$ cat config.mk
export PLATFORM = sky130hd
export DESIGN_NAME = multi_cycle_ctrl
export DESIGN_NICKNAME = d
export VERILOG_FILES = /design/src/rtl/multi_cycle_ctrl.sv
export SDC_FILE = /design/constraint.sdc
export NUM_CORES = 1
export LEC_CHECK = 0
export ABC_AREA = 1
export BUFFER_PORTS_ARGS = -buffer_cell sky130_fd_sc_hd__buf_2
export CAP_MARGIN = 30
export CELL_PAD_IN_SITES_DETAIL_PLACEMENT = 0
export CELL_PAD_IN_SITES_GLOBAL_PLACEMENT = 1
export CORE_MARGIN = 2
export CORE_UTILIZATION = 24
export CTS_CLUSTER_SIZE = 12
export DETAILED_ROUTE_END_ITERATION = 8
export PLACE_DENSITY_LB_ADDON = 0.1
export SETUP_SLACK_MARGIN = 0.02
export SYNTH_ARGS = -nofsm -noshare
export SYNTH_HDL_FRONTEND = slang
export SYNTH_SLANG_ARGS = --single-unit
$ cat constraint.sdc
create_clock -name CLK -period 1.3 [get_ports CLK]
set_clock_uncertainty 0.05 [all_clocks]
set_input_delay 0.195 -clock CLK [delete_from_list [all_inputs] [get_ports CLK]]
set_output_delay 0.195 -clock CLK [all_outputs]
set_load 0.02 [all_outputs]
$ cat src/rtl/multi_cycle_ctrl.sv
// Multi-cycle CPU control unit.
// Steps each instruction through IF/ID/EXE/MEM/WB and decodes the current
// state, opcode and ALU zero flag into datapath enables and mux selects.
// Ports:
//   CLK, Reset     - clock (rising edge), asynchronous active-low reset
//   opcode, zero   - IR[31:26] (valid from ID onward), ALU result == 0
//   PCWre, IRWre, InsMemRW, mRD, mWR, RegWre - write/read enables
//   ALUSrcA, ALUSrcB, DBDataSrc, WrRegDSrc, ExtSel, RegDst, PCSrc, ALUOp
//                  - datapath selects
//   state          - current FSM state, for debug
module multi_cycle_ctrl #(
  parameter int unsigned OPW    = 6,
  parameter int unsigned ALUOPW = 3
) (
  input  logic              CLK,
  input  logic              Reset,
  input  logic [OPW-1:0]    opcode,
  input  logic              zero,
  output logic              PCWre,
  output logic              IRWre,
  output logic              InsMemRW,
  output logic              mRD,
  output logic              mWR,
  output logic              RegWre,
  output logic              ALUSrcA,
  output logic              ALUSrcB,
  output logic              DBDataSrc,
  output logic              WrRegDSrc,
  output logic              ExtSel,
  output logic [1:0]        RegDst,
  output logic [1:0]        PCSrc,
  output logic [ALUOPW-1:0] ALUOp,
  output logic [2:0]        state
);

  typedef enum logic [2:0] {
    S_IF     = 3'b000,
    S_ID     = 3'b001,
    S_EXE_LS = 3'b010,
    S_MEM    = 3'b011,
    S_WB_LD  = 3'b100,
    S_EXE_BR = 3'b101,
    S_EXE_AL = 3'b110,
    S_WB_AL  = 3'b111
  } state_t;

  localparam logic [OPW-1:0] OP_ADD  = OPW'(6'b000000);
  localparam logic [OPW-1:0] OP_SUB  = OPW'(6'b000001);
  localparam logic [OPW-1:0] OP_ORI  = OPW'(6'b010010);
  localparam logic [OPW-1:0] OP_SW   = OPW'(6'b110000);
  localparam logic [OPW-1:0] OP_LW   = OPW'(6'b110001);
  localparam logic [OPW-1:0] OP_BEQ  = OPW'(6'b110100);
  localparam logic [OPW-1:0] OP_J    = OPW'(6'b111000);
  localparam logic [OPW-1:0] OP_JR   = OPW'(6'b111001);
  localparam logic [OPW-1:0] OP_JAL  = OPW'(6'b111010);
  localparam logic [OPW-1:0] OP_HALT = OPW'(6'b111111);

  localparam logic [ALUOPW-1:0] ALU_ADD = ALUOPW'(3'b000);
  localparam logic [ALUOPW-1:0] ALU_SUB = ALUOPW'(3'b001);
  localparam logic [ALUOPW-1:0] ALU_OR  = ALUOPW'(3'b100);

  state_t cur_state;
  state_t nxt_state;

  // Opcode classes
  logic is_alu;
  logic is_ls;
  logic is_beq;
  logic is_jump;
  logic is_halt;

  assign is_alu  = (opcode == OP_ADD) || (opcode == OP_SUB) || (opcode == OP_ORI);
  assign is_ls   = (opcode == OP_LW) || (opcode == OP_SW);
  assign is_beq  = (opcode == OP_BEQ);
  assign is_jump = (opcode == OP_J) || (opcode == OP_JR) || (opcode == OP_JAL);
  assign is_halt = (opcode == OP_HALT);

  assign state = cur_state;

  // State register; reset forces IF without waiting for a clock
  always_ff @(posedge CLK or negedge Reset) begin
    if (!Reset) begin
      cur_state <= S_IF;
    end else begin
      cur_state <= nxt_state;
    end
  end

  // Next-state and output decode
  always_comb begin
    nxt_state = S_IF;
    PCWre     = 1'b0;
    IRWre     = 1'b0;
    InsMemRW  = 1'b0;
    mRD       = 1'b0;
    mWR       = 1'b0;
    RegWre    = 1'b0;
    ALUSrcA   = 1'b0;
    ALUSrcB   = 1'b0;
    DBDataSrc = 1'b0;
    WrRegDSrc = 1'b0;
    ExtSel    = 1'b0;
    RegDst    = 2'b10;
    PCSrc     = 2'b00;
    ALUOp     = ALU_ADD;

    case (cur_state)
      S_IF: begin
        InsMemRW  = 1'b1;
        IRWre     = 1'b1;
        nxt_state = S_ID;
      end

      S_ID: begin
        if (is_alu) begin
          nxt_state = S_EXE_AL;
        end else if (is_ls) begin
          nxt_state = S_EXE_LS;
        end else if (is_beq) begin
          nxt_state = S_EXE_BR;
        end else if (is_halt) begin
          nxt_state = S_ID;
        end else begin
          // Jumps retire here; unknown opcodes retire as NOP
          nxt_state = S_IF;
          PCWre     = 1'b1;
          if (opcode == OP_J) begin
            PCSrc = 2'b11;
          end else if (opcode == OP_JR) begin
            PCSrc = 2'b10;
          end else if (opcode == OP_JAL) begin
            PCSrc     = 2'b11;
            RegWre    = 1'b1;
            RegDst    = 2'b00;
            WrRegDSrc = 1'b0;
          end
        end
      end

      S_EXE_AL, S_WB_AL: begin
        // ALU controls held through write-back so the result stays stable
        if (opcode == OP_SUB) begin
          ALUOp = ALU_SUB;
        end else if (opcode == OP_ORI) begin
          ALUOp = ALU_OR;
        end
        ALUSrcB   = (opcode == OP_ORI);
        RegDst    = (opcode == OP_ORI) ? 2'b01 : 2'b10;
        WrRegDSrc = 1'b1;
        if (cur_state == S_EXE_AL) begin
          nxt_state = S_WB_AL;
        end else begin
          RegWre    = 1'b1;
          PCWre     = 1'b1;
          nxt_state = S_IF;
        end
      end

      S_EXE_LS: begin
        ALUSrcB   = 1'b1;
        ExtSel    = 1'b1;
        nxt_state = S_MEM;
      end

      S_MEM: begin
        ALUSrcB = 1'b1;
        ExtSel  = 1'b1;
        if (opcode == OP_LW) begin
          mRD       = 1'b1;
          nxt_state = S_WB_LD;
        end else begin
          mWR       = (opcode == OP_SW);
          PCWre     = (opcode == OP_SW);
          nxt_state = S_IF;
        end
      end

      S_WB_LD: begin
        ALUSrcB   = 1'b1;
        ExtSel    = 1'b1;
        mRD       = 1'b1;
        DBDataSrc = 1'b1;
        WrRegDSrc = 1'b1;
        RegDst    = 2'b01;
        RegWre    = 1'b1;
        PCWre     = 1'b1;
        nxt_state = S_IF;
      end

      S_EXE_BR: begin
        // zero is only meaningful here, after the compare subtraction
        ALUOp     = ALU_SUB;
        ExtSel    = 1'b1;
        PCWre     = 1'b1;
        PCSrc     = zero ? 2'b01 : 2'b00;
        nxt_state = S_IF;
      end

      default: begin
        nxt_state = S_IF;
      end
    endcase
  end

endmodule

**Word-level counts from Yosys, hierarchy flattened**

Index checks and enable logic that the tools add are counted.

- Word-level logic and storage cells: 78
- Register bits: 3
- Bits in latches: 0
- RAM bits: 0
- Memory bits (read-only): 0
- Output and inout bits: 21
- Memories: 0

- Bitwise operators: 0
- Order comparisons: 0
- Reductions and logical operators: 10
- Mux-type cells: 51
- Add/subtract/negate cells: 0
- Div/mod/pow operators: 0
- Equality and inequality tests: 16
- Shift operators: 0
- $mul: 0

Operators with widths:

| operator | count |
|---|---|
| equality test 6 bit, second input constant | 7 |
| 2-to-1 mux 2 bit | 15 |
| 2-to-1 mux 1 bit | 21 |
| 2-to-1 mux 3 bit | 7 |
| one-hot mux 3 bit (6 select lines) | 1 |
| equality test 3 bit, second input constant | 4 |
| equality test 3 x 2 -> 1 bit, second input constant | 2 |
| equality test 6 x 1 -> 1 bit, second input constant | 1 |
| equality test 6 x 5 -> 1 bit, second input constant | 1 |
| logical NOT 6 bit | 1 |
| one-hot mux 2 bit (3 select lines) | 1 |
| one-hot mux 3 bit (2 select lines) | 1 |
| OR reduction 3 bit | 2 |
| one-hot mux 1 bit (2 select lines) | 2 |
| one-hot mux 1 bit (4 select lines) | 1 |
| one-hot mux 2 bit (2 select lines) | 1 |
| OR reduction 2 bit | 2 |
| OR reduction 4 bit | 1 |
| equality test 3 x 1 -> 1 bit, second input constant | 1 |
| logical NOT 3 bit | 1 |
| logical OR 1 bit | 3 |
| one-hot mux 1 bit (3 select lines) | 1 |

**Longest topological paths before layout**

- Word-level depth: 9
- Mapped depth: 9
- Depth with buffers taken out: 9

**Worst setup path before layout**

OpenSTA, ideal clock, no wires.

- Path type: register to output
- Start: register cur_state[2] (netlist: state[2])
- End: output port ALUSrcB
- Buffers on the path: 0
- Data required time: 1.055 ns
- Slack: -0.531 ns
- Arrival: 1.586 ns
- Cell stages (with the launch flop): 6
- Cell sequence: dfrtp_1 ha_1 inv_1 nor2_1 inv_1 o211ai_1

- Cells in the longest elaborated chain, start to end: 3
- Elaborated cells between the ends (all ways): 8
- Those cells by class: 5 x eq/ne; 1 x mux; 2 x reduce/logical

RTL lines:

| item | line | text |
|---|---|---|
| start: declaration | 62 | `state_t cur_state;` |
| start signal: assignment | 85 | `cur_state <= nxt_state;` |
| equality test 3 x 2 -> 1 bit or equality test 3 bit (tied branches) | 107 | `case (cur_state)` |
| OR reduction 3 bit (no source line) or OR reduction 2 bit (tied branches) | -- |  |
| one-hot mux 1 bit (2 select lines) * | 107 |  |
| end: declaration | 26 | `output logic ALUSrcB,` |

Mark *: on every way between the ends. The rest lies on a longest branch, timed or not.

**Worst setup path after layout**

- Start: register cur_state[2] (netlist: state[2])
- End: output port PCWre

- Cells in the longest elaborated chain, start to end: 3
- Elaborated cells between the ends (all ways): 10
- Those cells by class: 6 x eq/ne; 2 x mux; 2 x reduce/logical

RTL lines:

| item | line | text |
|---|---|---|
| equality test 3 bit, on equally long branches | 107, 150 |  |
| 2-to-1 mux 1 bit, or another cell as far along | 150 | `if (cur_state == S_EXE_AL) begin` |
| one-hot mux 1 bit (4 select lines) * | 107 |  |
| end: declaration | 19 | `output logic PCWre,` |

Marks and branches as above.

==> impl_metrics.json <==
{
  "first_pass_iters": 4,
  "h-tree-depth": 1,
  "cts_root_buf": "clkbuf_4",
  "r2r_slack_ps": -150,
  "area_delta_synth_final_pct": 127.1,
  "synth_cell_type_count": 24,
  "fin_crit_sh_pct": 129.9,
  "fin_util_pct": 59.03,
  "ys_top_cells_by_count": "nor2_1 (15), nand2_1 (13), inv_1 (12)",
  "violations": "setup timing",
  "drc_errors": 0,
  "port_buffers": 27,
  "grt_pass1_wl_microns": 3187,
  "synth_top_cell_by_area": "dfrtp_1",
  "cts_sinks": 3,
  "grt_pass1_vias": 752,
  "syn_area_sq_um": 525.5,
  "start_util_pct": 25.99,
  "io_pins": 30,
  "die_w_microns": 50.80,
  "outcome": "complete, but fails checks",
  "grt_usage_pct": 15.81,
  "dp_cells": 163,
  "ys_seq_elements": 3,
  "place_area_sq_um": 943.4,
  "clock_latency_ps": 230,
  "routabilityCongestion": 0.7589,
  "largest_reg_flops": 3,
  "synth_edf_count": 0,
  "via_per_inst": 4.397,
  "ys_seq_area_share_pct": 14.29,
  "p_leak_nw": 0.5786,
  "cts_buffers": 3,
  "fin_cells": 179,
  "grt-ovfl-total": 0,
  "peakVddDrop_mv": 0.9745,
  "die_y_microns": 50.80,
  "drv_slew": 0,
  "fmax_ghz": 0.5922,
  "design_area_sq_um": 1194,
  "path_clk_slew_ps": 40,
  "worstPathArrival_ps": 1440,
  "critPathCaptureType": "output port",
  "finalSetupViolations": 20,
  "p_total_mw": 1.278,
  "critPathLaunchType": "flop",
  "clk_path_buf_depth": 2,
  "syn-instance-count": 85,
  "period_needed_ps": 1689,
  "crit_type": "reg -> out",
  "netlist_top_cells_area": "dfrtp_1 (14%), nor2_1 (11%), nand2_1 (9.3%)",
  "drt-wirelength-per-cell_microns": 10.24,
  "pre_cts_slack_ps": -210.7,
  "core-area_sq_um": 2022,
  "async_flop_share_pct": 100.0,
  "worstPathRequired_ps": 1050,
  "crit_fanout": 5,
  "rows": 16,
  "die-area_sq_um": 2580,
  "drive_above_1_share_pct": 67.11,
  "setup_slack_ps": -388.6,
  "ant_nets": 0,
  "setup_tns_ps": -4876,
  "synth_ff_type": "dfrtp_1",
  "cts_tree": "done",
  "synthMostInstantiatedCell": "nor2_1",
  "drv_cap": 0,
  "routed_wl_microns": 1833,
  "holdCritPathClass": "in -> async",
  "fillers": 195,
  "p_per_area_nw_per_um2": 1071,
  "drt-initial-drc-count": 8,
  "nets": 165,
  "dpl.hpwl_microns": 1394,
  "worst_hold_slack_ps": 234.9,
  "grt_setup_unrepaired": "yes",
  "synth_warnings": 0,
  "syn_area_per_cell_sq_um": 6.182,
  "final-hold-violation-count": 0,
  "antenna_found_initial": 0,
  "antenna_cells": 0,
  "via_count": 787,
  "synth_top_area_share_pct": 14.29,
  "grt_start_max_net_pins": 6
}
## final timing paths
| path | end | start | depth (start not counted) |
|---|---|---|---|
| worst max-delay path | PCWre | state[2] | 7 |
| worst min-delay path | state[1] | Reset | 2 |
| worst max register to register | state[2] | state[2] | 7 |
| worst min register to register | state[1] | state[0] | 4 |
| max in group asynchronous | state[2] | Reset | 2 |
| min in group CLK | state[2] | opcode[1] | 6 |
## worst max-delay path, cell delays in order, from the launching register on
cell	delay, ps
dfrtp_2	470
ha_4	200
buf_6	110
inv_4	60
nand3_1	90
nand2_1	100
nand2_2	50
buf_4	150
## power breakdown
part           internal [mW]  switching, mW
registers              0.118         0.0527
clock network          0.115         0.0464
logic                  0.450          0.497
total                  0.682          0.596
## area by class of cell
cell class	instances	area [sq um]	area share (%)
tap	27	33.78	2.830
multi-input combinational	65	481.7	40.36
sequential	3	78.83	6.604
timing repair buffer	65	509.2	42.66
inverter	15	63.81	5.346
clock buffer	4	26.28	2.201
## layer usage
metal,GRT usage (%),share of wire (%)
met1,21.72,49
met2,25.88,47
met3,1.190,3.8
met4,5.405,0.76
met5,0,0
## kinds of logic (layout without fill, tap and decap cells)
family / count (synthesis) / in the layout / share of synthesized area [%]
flops: 3 / 3 / 14.29
other cells: 1 / 2 / 0.7136
fa+ha+maj: 3 / 3 / 7.144
compound gates: 12 / 12 / 16.19
simple gates: 48 / 48 / 46.67
buf+inv: 18 / 84 / 15.00
## cell usage in the layout (no fill, tap or decap), types with 4 or more instances in the layout
cell	count
nor2_1	11
nand3_1	8
buf_2	12
buf_4	39
nand2_2	4
inv_1	8
nor2_4	5
buf_6	13
inv_2	4
nand2_1	9
## repair_timing
action,CTS,global route
resized for setup,31,9
hold endpoints to repair,3,0
hold buffers,1,0
endpoints found under the setup margin,20,22
pin swaps,8,3
buffers inserted,8,3
Note: power is estimated with default switching activity, not from simulation.
